--- src/rtl/dt_param_if.sv ---
// Bundle between the distance-transform engine and its controller / image ROM / result RAM.
// master = engine side, slave = controller plus memories.
interface dt_param_if #(
    parameter int unsigned IMG_W  = 128,
    parameter int unsigned IMG_H  = 128,
    parameter int unsigned STI_W  = 16,
    parameter int unsigned DIST_W = 8,
    parameter int unsigned STI_AW = $clog2(IMG_W*IMG_H/STI_W),
    parameter int unsigned RES_AW = $clog2(IMG_W*IMG_H)
);
    logic              start;
    logic              mode;
    logic              busy;
    logic              done;
    logic              sti_rd;
    logic [STI_AW-1:0] sti_addr;
    logic [STI_W-1:0]  sti_di;
    logic              res_rd;
    logic              res_wr;
    logic [RES_AW-1:0] res_addr;
    logic [DIST_W-1:0] res_do;
    logic [DIST_W-1:0] res_di;

    modport master (
        input  start, mode, sti_di, res_di,
        output busy, done, sti_rd, sti_addr, res_rd, res_wr, res_addr, res_do
    );

    modport slave (
        output start, mode, sti_di, res_di,
        input  busy, done, sti_rd, sti_addr, res_rd, res_wr, res_addr, res_do
    );
endinterface

--- src/rtl/dt_param.sv ---
// Two-pass distance transform (city-block or chessboard) over a packed binary image,
// with saturating distances and a start/busy/done handshake.
module dt_param #(
    parameter int unsigned IMG_W  = 128,
    parameter int unsigned IMG_H  = 128,
    parameter int unsigned STI_W  = 16,
    parameter int unsigned DIST_W = 8,
    parameter int unsigned STI_AW = $clog2(IMG_W*IMG_H/STI_W),
    parameter int unsigned RES_AW = $clog2(IMG_W*IMG_H)
) (
    input  logic       clk,
    input  logic       reset,
    dt_param_if.master bus
);
    localparam int unsigned RW = (IMG_H > 1) ? $clog2(IMG_H) : 1;
    localparam int unsigned CW = (IMG_W > 1) ? $clog2(IMG_W) : 1;
    localparam int unsigned BW = (STI_W > 1) ? $clog2(STI_W) : 1;

    localparam logic [DIST_W-1:0] DMAX   = '1;
    localparam logic [RW-1:0]     R_LAST = RW'(IMG_H - 1);
    localparam logic [CW-1:0]     C_LAST = CW'(IMG_W - 1);
    localparam logic [BW-1:0]     B_TOP  = BW'(STI_W - 1);

    // Each state names the memory operation presented on the bus during that cycle.
    typedef enum logic [2:0] {
        S_IDLE,
        S_F_STI,
        S_F_RD,
        S_F_WR,
        S_B_CUR,
        S_B_RD,
        S_B_WR,
        S_FIN
    } state_t;

    state_t            state_q, state_d;
    logic [RW-1:0]     r_q, r_d;
    logic [CW-1:0]     c_q, c_d;
    logic [1:0]        k_q, k_d;
    logic [BW-1:0]     bi_q, bi_d;
    logic [STI_AW-1:0] wa_q, wa_d;
    logic              mode_q, mode_d;
    logic [DIST_W-1:0] min_q, min_d;
    logic [DIST_W-1:0] nb_q, nb_d;
    logic [DIST_W-1:0] cur_q, cur_d;
    logic [STI_W-1:0]  word_q, word_d;

    logic              busy_q, busy_d;
    logic              done_q, done_d;
    logic              sti_rd_q, sti_rd_d;
    logic [STI_AW-1:0] sti_addr_q, sti_addr_d;
    logic              res_rd_q, res_rd_d;
    logic              res_wr_q, res_wr_d;
    logic [RES_AW-1:0] res_addr_q, res_addr_d;
    logic [DIST_W-1:0] res_do_q, res_do_d;

    logic [DIST_W-1:0] wdata;
    logic [DIST_W-1:0] rd_min;
    logic [DIST_W-1:0] eval_w;
    logic              eval;
    logic              eval_bit;
    logic              bwd_adv;
    logic [1:0]        k_first;
    logic [1:0]        k_last;
    logic [RES_AW-1:0] pix_addr;
    logic [RES_AW-1:0] row_addr;

    function automatic logic [DIST_W-1:0] sat_inc(input logic [DIST_W-1:0] v);
        logic [DIST_W:0] s;
        s = {1'b0, v} + (DIST_W+1)'(1);
        return s[DIST_W] ? DMAX : s[DIST_W-1:0];
    endfunction

    function automatic logic [DIST_W-1:0] dmin(input logic [DIST_W-1:0] a,
                                               input logic [DIST_W-1:0] b);
        return (a < b) ? a : b;
    endfunction

    // City-block only needs the column-aligned neighbour; chessboard needs the three-wide row.
    assign k_first = mode_q ? 2'd0 : 2'd1;
    assign k_last  = mode_q ? 2'd2 : 2'd1;
    assign rd_min  = dmin(min_q, bus.res_di);

    // Next-state, datapath and registered-output decode.
    always_comb begin
        state_d    = state_q;
        r_d        = r_q;
        c_d        = c_q;
        k_d        = k_q;
        bi_d       = bi_q;
        wa_d       = wa_q;
        mode_d     = mode_q;
        min_d      = min_q;
        nb_d       = nb_q;
        cur_d      = cur_q;
        word_d     = word_q;
        wdata      = '0;
        eval       = 1'b0;
        eval_bit   = 1'b0;
        eval_w     = '0;
        bwd_adv    = 1'b0;
        busy_d     = 1'b0;
        done_d     = 1'b0;
        sti_rd_d   = 1'b0;
        sti_addr_d = sti_addr_q;
        res_rd_d   = 1'b0;
        res_wr_d   = 1'b0;
        res_addr_d = res_addr_q;
        res_do_d   = res_do_q;
        pix_addr   = '0;
        row_addr   = '0;

        case (state_q)
            S_IDLE: begin
                if (bus.start) begin
                    mode_d  = bus.mode;
                    r_d     = '0;
                    c_d     = '0;
                    bi_d    = B_TOP;
                    wa_d    = '0;
                    nb_d    = '0;
                    state_d = S_F_STI;
                end
            end
            S_F_STI: begin
                word_d   = bus.sti_di;
                eval     = 1'b1;
                eval_bit = bus.sti_di[bi_q];
                eval_w   = nb_q;
            end
            S_F_RD: begin
                min_d = rd_min;
                if (k_q == k_last) begin
                    wdata   = sat_inc(rd_min);
                    state_d = S_F_WR;
                end else begin
                    k_d = k_q + 2'd1;
                end
            end
            S_F_WR: begin
                nb_d = res_do_q;
                if (r_q == R_LAST && c_q == C_LAST) begin
                    state_d = S_B_CUR;
                end else begin
                    if (c_q == C_LAST) begin
                        c_d = '0;
                        r_d = r_q + RW'(1);
                    end else begin
                        c_d = c_q + CW'(1);
                    end
                    if (bi_q == '0) begin
                        bi_d    = B_TOP;
                        wa_d    = wa_q + STI_AW'(1);
                        state_d = S_F_STI;
                    end else begin
                        bi_d     = bi_q - BW'(1);
                        eval     = 1'b1;
                        eval_bit = word_q[bi_d];
                        eval_w   = res_do_q;
                    end
                end
            end
            S_B_CUR: begin
                // A forward value of zero can only be background: nothing to refine.
                cur_d = bus.res_di;
                if (bus.res_di == '0) begin
                    nb_d    = '0;
                    bwd_adv = 1'b1;
                end else if (r_q == R_LAST || c_q == C_LAST || (mode_q && c_q == '0)) begin
                    wdata   = DIST_W'(1);
                    state_d = S_B_WR;
                end else begin
                    min_d   = nb_q;
                    k_d     = k_first;
                    state_d = S_B_RD;
                end
            end
            S_B_RD: begin
                min_d = rd_min;
                if (k_q == k_last) begin
                    wdata   = dmin(cur_q, sat_inc(rd_min));
                    state_d = S_B_WR;
                end else begin
                    k_d = k_q + 2'd1;
                end
            end
            S_B_WR: begin
                nb_d    = res_do_q;
                bwd_adv = 1'b1;
            end
            S_FIN: begin
                state_d = S_IDLE;
            end
            default: begin
                state_d = S_IDLE;
            end
        endcase

        if (bwd_adv) begin
            if (r_q == '0 && c_q == '0) begin
                state_d = S_FIN;
            end else begin
                if (c_q == '0) begin
                    c_d = C_LAST;
                    r_d = r_q - RW'(1);
                end else begin
                    c_d = c_q - CW'(1);
                end
                state_d = S_B_CUR;
            end
        end

        // Any out-of-image neighbour reads as 0, so an edge object pixel is simply 1.
        if (eval) begin
            if (!eval_bit) begin
                wdata   = '0;
                state_d = S_F_WR;
            end else if (r_d == '0 || c_d == '0 || (mode_q && c_d == C_LAST)) begin
                wdata   = DIST_W'(1);
                state_d = S_F_WR;
            end else begin
                min_d   = eval_w;
                k_d     = k_first;
                state_d = S_F_RD;
            end
        end

        pix_addr = RES_AW'(r_d) * RES_AW'(IMG_W) + RES_AW'(c_d);
        row_addr = (state_d == S_F_RD) ? (pix_addr - RES_AW'(IMG_W))
                                       : (pix_addr + RES_AW'(IMG_W));

        busy_d = (state_d != S_IDLE);
        done_d = (state_d == S_FIN);
        case (state_d)
            S_F_STI: begin
                sti_rd_d   = 1'b1;
                sti_addr_d = wa_d;
            end
            S_F_RD, S_B_RD: begin
                res_rd_d   = 1'b1;
                res_addr_d = row_addr + RES_AW'(k_d) - RES_AW'(1);
            end
            S_B_CUR: begin
                res_rd_d   = 1'b1;
                res_addr_d = pix_addr;
            end
            S_F_WR, S_B_WR: begin
                res_wr_d   = 1'b1;
                res_addr_d = pix_addr;
                res_do_d   = wdata;
            end
            default: ;
        endcase
    end

    // State, datapath and output registers.
    always_ff @(posedge clk or negedge reset) begin
        if (!reset) begin
            state_q    <= S_IDLE;
            r_q        <= '0;
            c_q        <= '0;
            k_q        <= '0;
            bi_q       <= '0;
            wa_q       <= '0;
            mode_q     <= 1'b0;
            min_q      <= '0;
            nb_q       <= '0;
            cur_q      <= '0;
            word_q     <= '0;
            busy_q     <= 1'b0;
            done_q     <= 1'b0;
            sti_rd_q   <= 1'b0;
            sti_addr_q <= '0;
            res_rd_q   <= 1'b0;
            res_wr_q   <= 1'b0;
            res_addr_q <= '0;
            res_do_q   <= '0;
        end else begin
            state_q    <= state_d;
            r_q        <= r_d;
            c_q        <= c_d;
            k_q        <= k_d;
            bi_q       <= bi_d;
            wa_q       <= wa_d;
            mode_q     <= mode_d;
            min_q      <= min_d;
            nb_q       <= nb_d;
            cur_q      <= cur_d;
            word_q     <= word_d;
            busy_q     <= busy_d;
            done_q     <= done_d;
            sti_rd_q   <= sti_rd_d;
            sti_addr_q <= sti_addr_d;
            res_rd_q   <= res_rd_d;
            res_wr_q   <= res_wr_d;
            res_addr_q <= res_addr_d;
            res_do_q   <= res_do_d;
        end
    end

    assign bus.busy     = busy_q;
    assign bus.done     = done_q;
    assign bus.sti_rd   = sti_rd_q;
    assign bus.sti_addr = sti_addr_q;
    assign bus.res_rd   = res_rd_q;
    assign bus.res_wr   = res_wr_q;
    assign bus.res_addr = res_addr_q;
    assign bus.res_do   = res_do_q;
endmodule
--- src/flat_wrapper.sv ---
// flat-port wrapper written by rule: the top's interface ports become plain ports
module dt_param_flat 
#(
    parameter int unsigned IMG_W  = 128,
    parameter int unsigned IMG_H  = 128,
    parameter int unsigned STI_W  = 16,
    parameter int unsigned DIST_W = 8,
    parameter int unsigned STI_AW = $clog2(IMG_W*IMG_H/STI_W),
    parameter int unsigned RES_AW = $clog2(IMG_W*IMG_H)
)
  (clk, reset, bus_start, bus_mode, bus_sti_di, bus_res_di, bus_busy, bus_done, bus_sti_rd, bus_sti_addr, bus_res_rd, bus_res_wr, bus_res_addr, bus_res_do);
  dt_param_if #(.IMG_W(IMG_W), .IMG_H(IMG_H), .STI_W(STI_W), .DIST_W(DIST_W), .STI_AW(STI_AW), .RES_AW(RES_AW)) bus_i ();
  input  logic clk;
  input  logic reset;
  input wire logic [$bits(bus_i.start)-1:0] bus_start;
  input wire logic [$bits(bus_i.mode)-1:0] bus_mode;
  input wire logic [$bits(bus_i.sti_di)-1:0] bus_sti_di;
  input wire logic [$bits(bus_i.res_di)-1:0] bus_res_di;
  output wire logic [$bits(bus_i.busy)-1:0] bus_busy;
  output wire logic [$bits(bus_i.done)-1:0] bus_done;
  output wire logic [$bits(bus_i.sti_rd)-1:0] bus_sti_rd;
  output wire logic [$bits(bus_i.sti_addr)-1:0] bus_sti_addr;
  output wire logic [$bits(bus_i.res_rd)-1:0] bus_res_rd;
  output wire logic [$bits(bus_i.res_wr)-1:0] bus_res_wr;
  output wire logic [$bits(bus_i.res_addr)-1:0] bus_res_addr;
  output wire logic [$bits(bus_i.res_do)-1:0] bus_res_do;
  assign bus_i.start = bus_start;
  assign bus_i.mode = bus_mode;
  assign bus_i.sti_di = bus_sti_di;
  assign bus_i.res_di = bus_res_di;
  assign bus_busy = bus_i.busy;
  assign bus_done = bus_i.done;
  assign bus_sti_rd = bus_i.sti_rd;
  assign bus_sti_addr = bus_i.sti_addr;
  assign bus_res_rd = bus_i.res_rd;
  assign bus_res_wr = bus_i.res_wr;
  assign bus_res_addr = bus_i.res_addr;
  assign bus_res_do = bus_i.res_do;
  dt_param #(.IMG_W(IMG_W), .IMG_H(IMG_H), .STI_W(STI_W), .DIST_W(DIST_W), .STI_AW(STI_AW), .RES_AW(RES_AW)) u_core (.clk(clk), .reset(reset), .bus(bus_i));
endmodule
--- config.mk ---
export PLATFORM = sky130hd
export DESIGN_NAME = dt_param_flat
export DESIGN_NICKNAME = d
export VERILOG_FILES = /design/src/rtl/dt_param_if.sv /design/src/rtl/dt_param.sv /design/src/flat_wrapper.sv
export SDC_FILE = /design/constraint.sdc
export NUM_CORES = 1
export LEC_CHECK = 0
export BUFFER_PORTS_ARGS = -buffer_cell sky130_fd_sc_hd__buf_4
export CAP_MARGIN = 20
export CORE_MARGIN = 2
export CORE_UTILIZATION = 55
export DETAILED_ROUTE_END_ITERATION = 16
export GPL_ROUTABILITY_DRIVEN = 0
export GPL_TIMING_DRIVEN = 0
export PLACE_DENSITY_LB_ADDON = 0.12
export SYNTH_ARGS = -nofsm -noshare
export SYNTH_HDL_FRONTEND = slang
export SYNTH_SLANG_ARGS = --single-unit
--- constraint.sdc ---
create_clock -name clk -period 6.25 [get_ports clk]
set_input_delay 1.25 -clock clk [delete_from_list [all_inputs] [get_ports clk]]
set_output_delay 1.25 -clock clk [all_outputs]
set_load 0.01 [all_outputs]
Word level (Yosys, flattened, before mapping)
Cells that the tools add are included.
Cells by class
  eq/ne operators: 21
  mux-type cells: 84
  reductions and logical operators: 28
  add/sub/neg operators: 13
  $lt $le $gt $ge: 4
Operators with widths (count)
  $mux 8: 18
  $mux 7: 12
  $pmux 8 s3: 2
  $pmux 8 s2: 2
  $mux 10: 3
  $logic_not 7->1: 4
  $pmux 14 s2: 1
  $pmux 7 s2: 2
  $mux 3: 9
  $eq 3x3->1 const B: 8
  $eq 7x7->1 const B: 3
  $pmux 10 s2: 1
  $mux 2: 9
  $pmux 3 s6: 1
  $lt 8x8->1: 2
  $add 14x2->14: 1
  $add 14x7->14: 1
  $add 14x8->14 const B: 1
  $add 7x1->7 const B: 2
  $mux 14: 1
  $sub 14x1->14 const B: 1
  $sub 14x8->14 const B: 1
  $sub 7x1->7 const B: 2
  $mux 1: 13
  other kinds (26): 50
Word-level totals
  bits of input ports: 28
  flip-flop bits (word level): 111

Logic depth before layout (Yosys ltp)
Gate-level depths: netlist of the first run.
  word-level depth: 18
  depth in mapped cells: 35

Worst setup path after synthesis of the first run
No wires, ideal clock.
  path kind: input port to flip-flop
  start: input port bus_res_di[4]
  end: register u_core.res_addr_q[13], in the netlist u_core.bus.res_addr[13]
  arrival time: 6.497 ns
  slack: -0.371 ns
  setup time: 0.124 ns
  buffers on the path: 3
  data required time: 6.126 ns
  stages on the path: 31
  cell sequence: buf_6 > nor4_4 > a21o_1 > nand2_1 > o31a_1 > o21ai_0 > inv_1 > ha_1 > and3_1 > o2111ai_1 > o31ai_1 > a311o_2 > buf_2 > buf_1 > nand2_1 > ha_1 > inv_1 > ha_1 > inv_1 > fa_1 > o21bai_1 > a21oi_1 > o21bai_1 > a21oi_1 > nand2b_1 > a21oi_1 > o221ai_1 > a211oi_1 > or3b_1 > mux2i_1 > a211o_1
Between the ends
  longest elaborated chain between the ends: 15
RTL lines
  start, declared: line flat_wrapper.sv:18  | input wire logic [$bits(bus_i.res_di)-1:0] bus_res_di;
  $logic_not 8->1 (*): line dt_param.sv:166  | if (bus.res_di == '0) begin
  $mux 1 (*): line dt_param.sv:166
  $pmux 1 s2 (*): line dt_param.sv:113  | case (state_q)
  $mux 7 (*): line dt_param.sv:199  | if (bwd_adv) begin
  net u_core.c_d[3]: line dt_param.sv:38  | logic [CW-1:0] c_q, c_d;
  branches (longest 11 deep; another with $add 14x7->14)
  end signal, assigned: line dt_param.sv:296  | res_addr_q <= res_addr_d;
  end, declared: line dt_param.sv:54  | logic [RES_AW-1:0] res_addr_q, res_addr_d;
Mark *: on every way through the listed nets, which the timed path passes.
A chain may end at the register's enable or synchronous reset.

Worst setup path after layout of the first run
  start: input port bus_res_di[4]
  end: register u_core.res_addr_q[13], in the netlist u_core.bus.res_addr[13]
RTL lines
  $logic_not 8->1 (*): line dt_param.sv:166
  $mux 1 (*): line dt_param.sv:166
  $pmux 1 s2 (*): line dt_param.sv:113
  $mux 7 (*): line dt_param.sv:199
  net u_core.c_d[1]: line dt_param.sv:38
  $eq 7x7->1 / $logic_not 7->1 (equally long branches): line dt_param.sv:218  | end else if (r_d == '0 || c_d == '0 || (mode_q && c_d == C_LAST)) begin
  $logic_and 1x1->1 / $logic_or 1x1->1 (equally long branches): line dt_param.sv:218
  $logic_or 1x1->1 (*): line dt_param.sv:218
  $mux 2 (*): line dt_param.sv:218
  $mux 2 (*): line dt_param.sv:215  | if (!eval_bit) begin
  $mux 2 (*): line dt_param.sv:214  | if (eval) begin
  net u_core.k_d[0]: line dt_param.sv:39  | logic [1:0] k_q, k_d;
  $add 14x2->14 (*): line dt_param.sv:241  | res_addr_d = row_addr + RES_AW'(k_d) - RES_AW'(1);
  $sub 14x1->14 (*): line dt_param.sv:241
  $pmux 14 s2 (*): line dt_param.sv:234  | case (state_d)
The timed path passes the listed nets; every way through them passes the cells marked *.

==> out/metrics.yaml, run 1 <==
synthesis:
  ys_seq_area_frac: 0.363
  synth_top_flop_cell: "dfrtp_1"
  ys_ff_latch: 111
  yosysUniqueCellTypes: 81
  synthArstFlopShare: 1.00
  synth.avg_cell_area_um2: 9.33
  synth_fp_nets: 893
  yosysWarningCount: 0
  synth_edf_count: 0
  netlist_instances: 819
  synthesis.area_mm2: 0.00764
power_and_ir_drop:
  clockPowerShare: 0.099
  p_seq_frac: 0.206
  p_sw_frac: 0.464
  powerDensity_mw_per_mm2: 609
  max-vdd-ir-drop_uv: 698
  intPower_mw: 3.03
  p_switching_mw: 2.63
  combPwrFrac: 0.694
  p_leak_nw: 4.22
global_routing:
  grt_pass1_wl_um: 34000
  track_usage: 0.291
  grt_overflow: 0
  antenna_found_initial: 0
  grt_max_degree: 60
  grt_pass1_vias: 6733
finish:
  diodes: 0
  drive_above_1_share: 0.272
  fill_cells: 1093
  post-route-util: 0.678
  final_common_cell: "dfrtp_1"
  nets: 996
  syn_to_final_growth_pct: 21.6
  ff_latch_area_mm2: 0.00278
  multi_input_area_mm2: 0.00487
  final_cell_mix: "109 x dfrtp_1, 91 x buf_4, 70 x nand2_1"
  final_area_mm2: 0.00930
route:
  antenna_left: 0
  initialDrtViolationCount: 757
  drt-total-wl_um: 21100
  wl_met3_um: 1480
  via_count: 6917
  top_layer: "met4"
  dr.pass1.iters: 7
  route.detailed.drc: 0
  wl_met1_um: 9100
  routedWlPerCell_um: 19.1
  via_per_inst: 6.25
  route.met2.wl_um: 10100
timing:
  skew_ps: 9.63
  hold_violations: 0
  slew_headroom: 0.342
  rsz0062_at_grt: "yes"
  max_slew.worst_pin.slew_ps: 984
  layout_setup_ws_ps: 135
  finalSetupViolations: 0
  slew_violations: 0
  period_share: 0.978
  min_period_ps: 6120
  fmax_mhz: 164
place:
  dp_slack_ps: -1060
  dpl-instance-area_mm2: 0.00839
  place_hpwl_um: 14900
  io_buffers: 61
critical_path:
  crit_fanout: 7
  worstSetupStartpointType: "primary input"
  arrival_ps: 6370
  path_class: "primary input to register"
  worstSetupEndpointType: "register"
  cp.required_ps: 6500
flow_run:
  cap_violations: 0
clock_network:
  htreeDepth: 3
  holdBufCountCts: 0
  clk_pin_slew_ps: 80
  clock-sinks: 111
  cts-root-buf: "clkbuf_16"
  cts_tree: "yes"
  cts_max_path_buffers: 2
  worstSkewPairLatency_ps: 360
  numCtsBuffers: 9
die:
  start_util: 0.557
  dieArea_mm2: 0.0149
  fp-row-count: 43
  die_w_um: 122
  die_y_um: 122
  coreArea_mm2: 0.0137
  ios: 65
outcome:
  status: "complete, no violations"
min_path:
  hp-class: "register to register"
kinds of logic after synthesis:
| group | after synthesis | synth area share |
|---|---|---|
| xor+xnor | 24 | 0.0311 |
| simple gates | 270 | 0.184 |
| fa+ha+maj | 46 | 0.0773 |
| flops | 111 | 0.363 |
| mux | 57 | 0.0946 |
| compound gates | 225 | 0.203 |
| buf+inv | 86 | 0.0462 |
cell usage after synthesis (16+ instances only):
cell type | count | area [µm²]
nand3_1 | 32 | 160
o21ai_0 | 42 | 210
mux2_2 | 32 | 360
nor3_1 | 17 | 85.1
inv_1 | 50 | 188
nand2_1 | 73 | 274
ha_1 | 44 | 551
mux2i_1 | 16 | 160
nor2_1 | 70 | 263
a21oi_1 | 55 | 275
clkbuf_1 | 17 | 63.8
dfrtp_1 | 111 | 2780
worst max-delay path, cell delays in order:
cell,delay [ps]
buf_12,110
nor4_4,330
a21o_1,280
nand3_4,160
a32oi_1,810
o2111ai_4,250
o31ai_4,130
a311o_2,200
buf_8,140
mux2i_4,240
inv_2,90
ha_4,170
inv_4,50
ha_4,120
inv_2,40
fa_2,360
o21bai_4,150
a21oi_2,70
o21bai_1,190
a21oi_2,100
nand2b_4,160
a21oi_2,120
o221ai_2,120
a211oi_2,240
or3b_1,140
mux2i_1,60
a211o_1,270
metrics by stage:
step	TNS (ps)	total power, mW	hold WS [ps]	cells
global route	-129	6.10	512	1107
detailed placement	-9860	4.46	466	1061
CTS	-8.76	5.27	484	1095
floorplan	0	3.60	460	819
global placement	-8400	4.31	460	1060
finish	0	5.66	476	1107
power by group through the flow:
stage	logic, mW	clock network (mW)	registers [mW]
3_5_place_dp	3.29	0	1.17
5_1_grt	4.30	0.602	1.19
3_3_place_gp	3.16	0	1.15
4_1_cts	3.54	0.569	1.16
6_report	3.93	0.563	1.17
2_1_floorplan	2.46	0	1.14
repair_timing:
action | CTS | global route
hold endpoints to repair | 0 | 0
resized for setup | 38 | 54
pin swaps | 19 | 27
buffers inserted | 18 | 12
setup endpoints to repair | 12 | 12
layout make-up:
cell class                      count  share of cell area
Inverter                           52              0.0213
Sequential cell                   111               0.299
Clock inverter                      6             0.00565
Multi-Input combinational cell    622               0.524
Buffer                             34              0.0230
Tap cell                          180              0.0242
Timing Repair Buffer               92              0.0777
Clock buffer                       10              0.0246
state kept, by name, indices dropped and copies added, names as in the netlist:
signal	count
u_core.bus.busy	1
u_core.bi_q	4
u_core.mode_q	1
u_core.bus.res_rd	1
u_core.bus.res_wr	1
u_core.state_q	3
u_core.nb_q	8
u_core.bus.res_addr	14
u_core.bus.res_do	8
u_core.r_q	7
u_core.k_q	2
u_core.cur_q	8
u_core.bus.sti_addr	10
u_core.bus.done	1
u_core.c_q	7
u_core.bus.sti_rd	1
u_core.wa_q	10
u_core.word_q	16
u_core.min_q	8
layer usage:
layer	GRT usage	vias up
li1	-	3208
met1	0.399	3372
met2	0.479	300
met3	0.0468	37
met4	0.0812	0
met5	0	-
path summary, 6_finish.rpt:
check                                                    from                                  end  slack, ps  depth (start not counted)
min                        u_core.bus.sti_addr[2]$_DFFE_PN0P_   u_core.bus.sti_addr[2]$_DFFE_PN0P_        480                          2
min in group asynchronous                               reset     u_core.bus.res_do[3]$_DFFE_PN0P_        930                          1
max                                             bus_res_di[4]  u_core.bus.res_addr[13]$_DFFE_PN0P_        130                         27
max reg2reg                           u_core.c_q[0]$_DFF_PN0_  u_core.bus.res_addr[13]$_DFFE_PN0P_        240                         33
min reg2reg                u_core.bus.sti_addr[2]$_DFFE_PN0P_   u_core.bus.sti_addr[2]$_DFFE_PN0P_        480                          2
max in group asynchronous                               reset              u_core.r_q[6]$_DFF_PN0_       4600                          2
(Power assumes the default switching activity.)
==> run 2, diff against run 1 <==
Settings changed: CORE_UTILIZATION 55 to 57, CTS_BUF_LIST from default to sky130_fd_sc_hd__clkbuf_8.
==> run 2 against run 1 <==
  * Worst hold slack improved by 7.3 ps
  * Via count shrank 0.42%
  * Flip-flop and latch count unchanged
  * Critical path type unchanged
  * Fmax shrank 0.94%
  * Clock power down 16%
  * Critical path depth grew 5
  * Non-clock buffer count down 6
  * Cell area decreased by 1.8%
  * Sequential share of layout area is 0.51 points higher
  * Register-to-register slack worse by 120 ps
  * Largest power group unchanged
  * Combinational power fell by 2%
  * Routed wire length shrank 3.5%
==> out/metrics.yaml, run 2 (same netlist as run 1, synthesis figures left out) <==
global_routing:
  grt_pass1_wl_um: 33700  # -1.1%
  grt_max_degree: 68  # +13%
  grt_pass1_vias: 6673  # -0.89%
  grt_overflow: 0  # unchanged
  track_usage: 0.292  # +0.00158
  antenna_found_initial: 0  # unchanged
finish:
  syn_to_final_growth_pct: 19.5
  diodes: 0  # unchanged
  multi_input_area_mm2: 0.00484  # -0.74%
  drive_above_1_share: 0.261  # -0.0113
  nets: 990  # -0.60%
  post-route-util: 0.692  # +0.0147
  regMostFlops: "u_core.word_q"
  largest_reg_flops: 16  # unchanged
  final_common_cell: "dfrtp_1"
  fill_cells: 1013  # -7.3%
  ff_latch_area_mm2: 0.00278  # about the same
  final_cells: 1097  # -0.90%
  final_cell_mix: "111 x dfrtp_1, 86 x buf_4, 71 x nand2_1"
power_and_ir_drop:
  p_seq_frac: 0.211  # +0.005
  p_switching_mw: 2.56  # -2.4%
  clockPowerShare: 0.087  # -0.012
  p_sw_frac: 0.469  # +0.00419
  max-vdd-ir-drop_uv: 547  # -22%
  combPwrFrac: 0.702  # +0.008
  p_leak_nw: 4.14  # -1.7%
  powerDensity_mw_per_mm2: 600  # -1.5%
  intPower_mw: 2.91  # -4.0%
timing:
  skew_ps: 12.2  # +2.59 ps
  finalSetupViolations: 0  # unchanged
  slew_violations: 0  # unchanged
  hold_violations: 0  # unchanged
  slew_headroom: 0.334  # -0.00730
  rsz0062_at_grt: "yes"
  whs_ps: 483  # +7.31 ps
  min_period_ps: 6170  # +58.2 ps
  fmax_mhz: 162  # -0.94%
  period_share: 0.988  # +0.00931
  max_slew.worst_pin.slew_ps: 995  # +10.9 ps
clock_network:
  numCtsBuffers: 9  # unchanged
  htreeDepth: 3  # unchanged
  holdBufCountCts: 0  # unchanged
  cts-root-buf: "clkbuf_8"
  cts_max_path_buffers: 2  # unchanged
  clk_pin_slew_ps: 120  # +40 ps
  worstSkewPairLatency_ps: 400  # +40 ps
  cts_tree: "yes"
  clock-sinks: 111  # unchanged
critical_path:
  path_buf_inv: 7  # +2
  reg2reg_slack_ps: 120  # -120 ps
  cp_slowest_stage_delay_ps: 380  # -430 ps
  cp_slowest_cell: "a311o_2"
  path_class: "primary input to register"
  crit_fanout: 9  # +2
  path_delay_family: "compound AO/OA/AOI/OAI gates"
  worstSetupStartpointType: "primary input"
  worstSetupEndpointType: "register"
  arrival_ps: 6480  # +110 ps
  cp.required_ps: 6550  # +50 ps
route:
  dr.pass1.iters: 5  # -2
  drt-total-wl_um: 20400  # -3.5%
  via_count: 6888  # -0.42%
  antenna_left: 0  # unchanged
  via_per_inst: 6.28  # +0.49%
  routedWlPerCell_um: 18.6  # -2.6%
  route.detailed.drc: 0  # unchanged
  initialDrtViolationCount: 670  # -11%
die:
  coreArea_mm2: 0.0132  # -3.9%
  die_w_um: 120  # -1.7%
  start_util: 0.579  # +0.0224
  dieArea_mm2: 0.0143  # -3.4%
  die_y_um: 120  # -1.7%
  fp-row-count: 42  # -2.3%
  ios: 65  # unchanged
outcome:
  status: "complete, no violations"
place:
  numPlacedInstances: 1057  # -0.38%
  place_hpwl_um: 14600  # -1.8%
  io_buffers: 61  # unchanged
flow_run:
  cap_violations: 0  # unchanged
min_path:
  hp-class: "register to register"
-- run 2: path summary, 6_finish.rpt --
check / from / cells past startpoint / to
max: bus_res_di[3] / 32 / u_core.bus.res_addr[13]$_DFFE_PN0P_
min: u_core.bus.sti_addr[4]$_DFFE_PN0P_ / 2 / u_core.bus.sti_addr[4]$_DFFE_PN0P_
max reg2reg: u_core.c_q[0]$_DFF_PN0_ / 33 / u_core.bus.res_addr[13]$_DFFE_PN0P_
min reg2reg: u_core.bus.sti_addr[4]$_DFFE_PN0P_ / 2 / u_core.bus.sti_addr[4]$_DFFE_PN0P_
max in group asynchronous: reset / 2 / u_core.c_q[4]$_DFF_PN0_
min in group asynchronous: reset / 1 / u_core.nb_q[3]$_DFFE_PN0P_
-- run 2: stage by stage --
stage | setup WS, ps | power (mW) | TNS (ps) | cell area (µm²)
6_report | 76.5 | 5.47 | 0 | 9130
2_1_floorplan | 9.19 | 3.60 | 0 | 7670
5_1_grt | -109 | 5.92 | -144 | 9130
3_5_place_dp | -1010 | 4.45 | -9340 | 8380
4_1_cts | -163 | 5.01 | -216 | 8700
3_3_place_gp | -939 | 4.32 | -7720 | 8350
-- run 2: final cells by class --
cell class              count  share of cell area
plain buffers              34              0.0218
repair buffers             86              0.0733
well taps                 176              0.0241
multi-input cells         622               0.530
clock inverters             7              0.0114
clock buffers               9              0.0136
flip-flops and latches    111               0.304
inverters                  52              0.0217
-- run 2: timing repair --
item                       CTS  global route
setup endpoints to repair   12            13
gates resized for setup     13            62
buffers inserted             4            20
pin swaps                    4            26
gates cloned                 0             0
-- run 2: tightest hold or removal path, delay by kind of cell (launching register included) --
family	cells	cell delay, ps
flops	1	360
simple gates	2	100
-- run 2: power by group through the flow --
stage                     combinational (mW)  sequential [mW]  clock (mW)
after global routing                    4.22             1.18       0.514
after CTS                               3.37             1.15       0.490
after global placement                  3.17             1.15           0
after floorplan                         2.46             1.14           0
after detailed placement                3.29             1.16           0
final                                   3.84             1.16       0.475
-- run 2: metal layers --
| layer | wire [µm] | vias to the layer above | track usage |
|---|---|---|---|
| met5 | 0 | - | 0 |
| met4 | 418 | 0 | 0.102 |
| met3 | 1320 | 31 | 0.0461 |
| met2 | 9950 | 266 | 0.476 |
| met1 | 8720 | 3391 | 0.399 |
| li1 | - | 3200 | - |
==> run 3, diff against run 2 <==
Settings changed: BUFFER_PORTS_ARGS -buffer_cell sky130_fd_sc_hd__buf_4 to -buffer_cell sky130_fd_sc_hd__buf_2, CORE_ASPECT_RATIO from default to 1.5.
==> run 3 against run 2 <==
  * Core utilization decreased by 1.4 points
  * Cell area fell by 3.4%
  * Clock skew is 1.8 ps lower
  * Combinational power fell by 5.7%
  * Routed wire length grew 5.9%
  * Setup slack gained 8.3 ps
  * Register-to-register slack improved by 50 ps
  * Count of clock-buffer cells in the layout rose by 1
  * Flip-flop and latch count stayed put
  * Die area increased by 0.14%
  * Critical endpoint unchanged
  * Highest routed layer unchanged
==> out/metrics.yaml, run 3 (same netlist as run 1, synthesis figures left out) <==
outcome:
  status: "complete, no violations"
route:
  routedWlPerCell_um: 20.2  # +8.7%
  antenna_left: 0  # unchanged
  via_per_inst: 6.48  # +3.3%
  drt-total-wl_um: 21600  # +5.9%
  route.detailed.drc: 0  # unchanged
  initialDrtViolationCount: 388  # -42%
  via_count: 6932  # +0.64%
  dr.pass1.iters: 6  # +1
die:
  coreArea_mm2: 0.0130  # -1.3%
  die_w_um: 98.5  # -18%
  start_util: 0.587  # +0.00769
  fp-row-count: 51  # +21%
  ios: 65  # unchanged
  dieArea_mm2: 0.0144  # +0.14%
  die_y_um: 146  # +22%
clock_network:
  holdBufCountCts: 0  # unchanged
  worstSkewPairLatency_ps: 390  # about the same
  cts-root-buf: "clkbuf_8"
  htreeDepth: 3  # unchanged
  numCtsBuffers: 9  # unchanged
  cts_max_path_buffers: 2  # unchanged
  cts_tree: "yes"
  clk_pin_slew_ps: 100  # -20 ps
  clock-sinks: 111  # unchanged
critical_path:
  worstReg2RegEnd: "u_core.bus.res_addr[13]$_DFFE_PN0P_"
  cp_slowest_stage_delay_ps: 390  # about the same
  crit_start: "bus_res_di[3]"
  arrival_ps: 6450  # -30 ps
  cp_slowest_cell: "fa_2"
  crit_fanout: 9  # unchanged
  path_class: "primary input to register"
  worstSetupStartpointType: "primary input"
  reg2reg_slack_ps: 170  # +50 ps
  cp.required_ps: 6540  # about the same
  crit_top_cell: "a21oi_2"
  r2r-start: "u_core.c_q[0]$_DFF_PN0_"
  r2r_cells: 32  # -3.0%
  worstSetupEndpointType: "register"
  crit_end: "u_core.bus.res_addr[13]$_DFFE_PN0P_"
finish:
  final_common_cell: "dfrtp_1"
  final_cell_mix: "106 x dfrtp_1, 70 x nand2_1, 68 x buf_2"
  final_cells: 1069  # -2.6%
  fill_cells: 1073  # +5.9%
  regMostFlops: "u_core.word_q"
  largest_reg_flops: 16  # unchanged
  syn_to_final_growth_pct: 15.5
  diodes: 0  # unchanged
  nets: 982  # -0.81%
  drive_above_1_share: 0.253  # -0.00784
timing:
  slew_violations: 0  # unchanged
  skew_ps: 10.4  # -1.79 ps
  period_share: 0.986  # -0.00133
  finalSetupViolations: 0  # unchanged
  min_period_ps: 6170  # -8.34 ps
  layout_setup_ws_ps: 84.9  # +8.34 ps
  hold_violations: 0  # unchanged
  max_slew.worst_pin.slew_ps: 801  # -194 ps
  slew_headroom: 0.464  # +0.130
  fmax_mhz: 162  # +0.14%
place:
  io_buffers: 61  # unchanged
  dp_slack_ps: -1000  # +8.71 ps
  numPlacedInstances: 1040  # -1.6%
  place_hpwl_um: 15700  # +7.7%
power_and_ir_drop:
  powerDensity_mw_per_mm2: 597  # -0.43%
  p_leak_nw: 4.08  # -1.5%
  max-vdd-ir-drop_uv: 583  # +6.6%
global_routing:
  grt_max_degree: 73  # +7.4%
  antenna_found_initial: 0  # unchanged
  grt_pass1_wl_um: 34400  # +2.2%
  track_usage: 0.296  # +0.00345
  grt_pass1_vias: 7066  # +5.9%
  grt_overflow: 0  # unchanged
min_path:
  hp-class: "register to register"
flow_run:
  cap_violations: 0  # unchanged
==> run 3: changes by cell type in the layout (fill, tap and decap cells not counted), sizes merged <==
cell      change
buf           -6
clkinvlp      -1
clkbuf        -1
clkinv        -4
bufinv        +1
==> run 3: worst max-delay path: cells and delay by family <==
| family | cells | cell delay (ps) |
|---|---|---|
| multiplexers | 2 | 250 |
| buffers and inverters | 5 | 480 |
| adder cells (fa/ha/maj) | 4 | 890 |
| AO/OA/AOI/OAI | 14 | 2380 |
| AND/OR/NAND/NOR | 7 | 1180 |
==> run 3: area by class of cell <==
cell class              instances  area [µm²]  area share
plain buffers                  33         193      0.0218
clock buffers                  10         138      0.0156
clock inverters                 3        68.8     0.00780
inverters                      52         195      0.0221
multi-input cells             622        4770       0.541
flip-flops and latches        111        2780       0.316
well taps                     159         199      0.0225
repair buffers                 79         474      0.0537
==> run 3: worst min-delay path by stage <==
| stage | startpoint | slack (ps) | to | depth (start not counted) |
|---|---|---|---|---|
| floorplan | u_core.wa_q[9]$_DFF_PN0_ | 460 | u_core.wa_q[9]$_DFF_PN0_ | 1 |
| global placement | u_core.bus.sti_addr[5]$_DFFE_PN0P_ | 450 | u_core.bus.sti_addr[5]$_DFFE_PN0P_ | 2 |
| detailed placement | u_core.bus.sti_addr[4]$_DFFE_PN0P_ | 460 | u_core.bus.sti_addr[4]$_DFFE_PN0P_ | 2 |
| CTS | u_core.bus.sti_addr[4]$_DFFE_PN0P_ | 480 | u_core.bus.sti_addr[4]$_DFFE_PN0P_ | 2 |
| global route | u_core.bus.sti_addr[5]$_DFFE_PN0P_ | 500 | u_core.bus.sti_addr[5]$_DFFE_PN0P_ | 2 |
| finish | u_core.bus.sti_addr[4]$_DFFE_PN0P_ | 470 | u_core.bus.sti_addr[4]$_DFFE_PN0P_ | 2 |
==> run 3: timing repair <==
item / in CTS / in global routing
setup endpoints to repair: 12 / 13
pin swaps: 9 / 22
endpoints found under the hold margin: 0 / 0
gates resized for setup: 16 / 60
setup buffers: 7 / 10
==> run 3: metal layers <==
| layer | GRT usage | part of all wire | up-vias |
|---|---|---|---|
| li1 | - | - | 3182 |
| met1 | 0.327 | 0.37 | 3422 |
| met2 | 0.544 | 0.54 | 254 |
| met3 | 0.0442 | 0.046 | 74 |
| met4 | 0.144 | 0.041 | 0 |
| met5 | 0 | 0 | - |
==> run 3: report_power, final <==
part	internal, mW	switching, mW	leakage (nW)
Clock	0.232	0.245	0.105
Sequential	0.961	0.210	1.42
Combinational	1.60	2.02	2.56
Total	2.79	2.47	4.08
==> run 3: stage by stage <==
step           area, µm²  power, mW   util  TNS (ps)  hold slack (ps)
2_1_floorplan       7670       3.60      -         0              460
3_3_place_gp        8180       4.26  0.628     -6560              453
3_5_place_dp        8210       4.41  0.631     -8170              456
4_1_cts             8540       4.98  0.656      -156              481
5_1_grt             8820       5.67  0.678      -105              499
6_report            8820       5.27  0.678         0              475
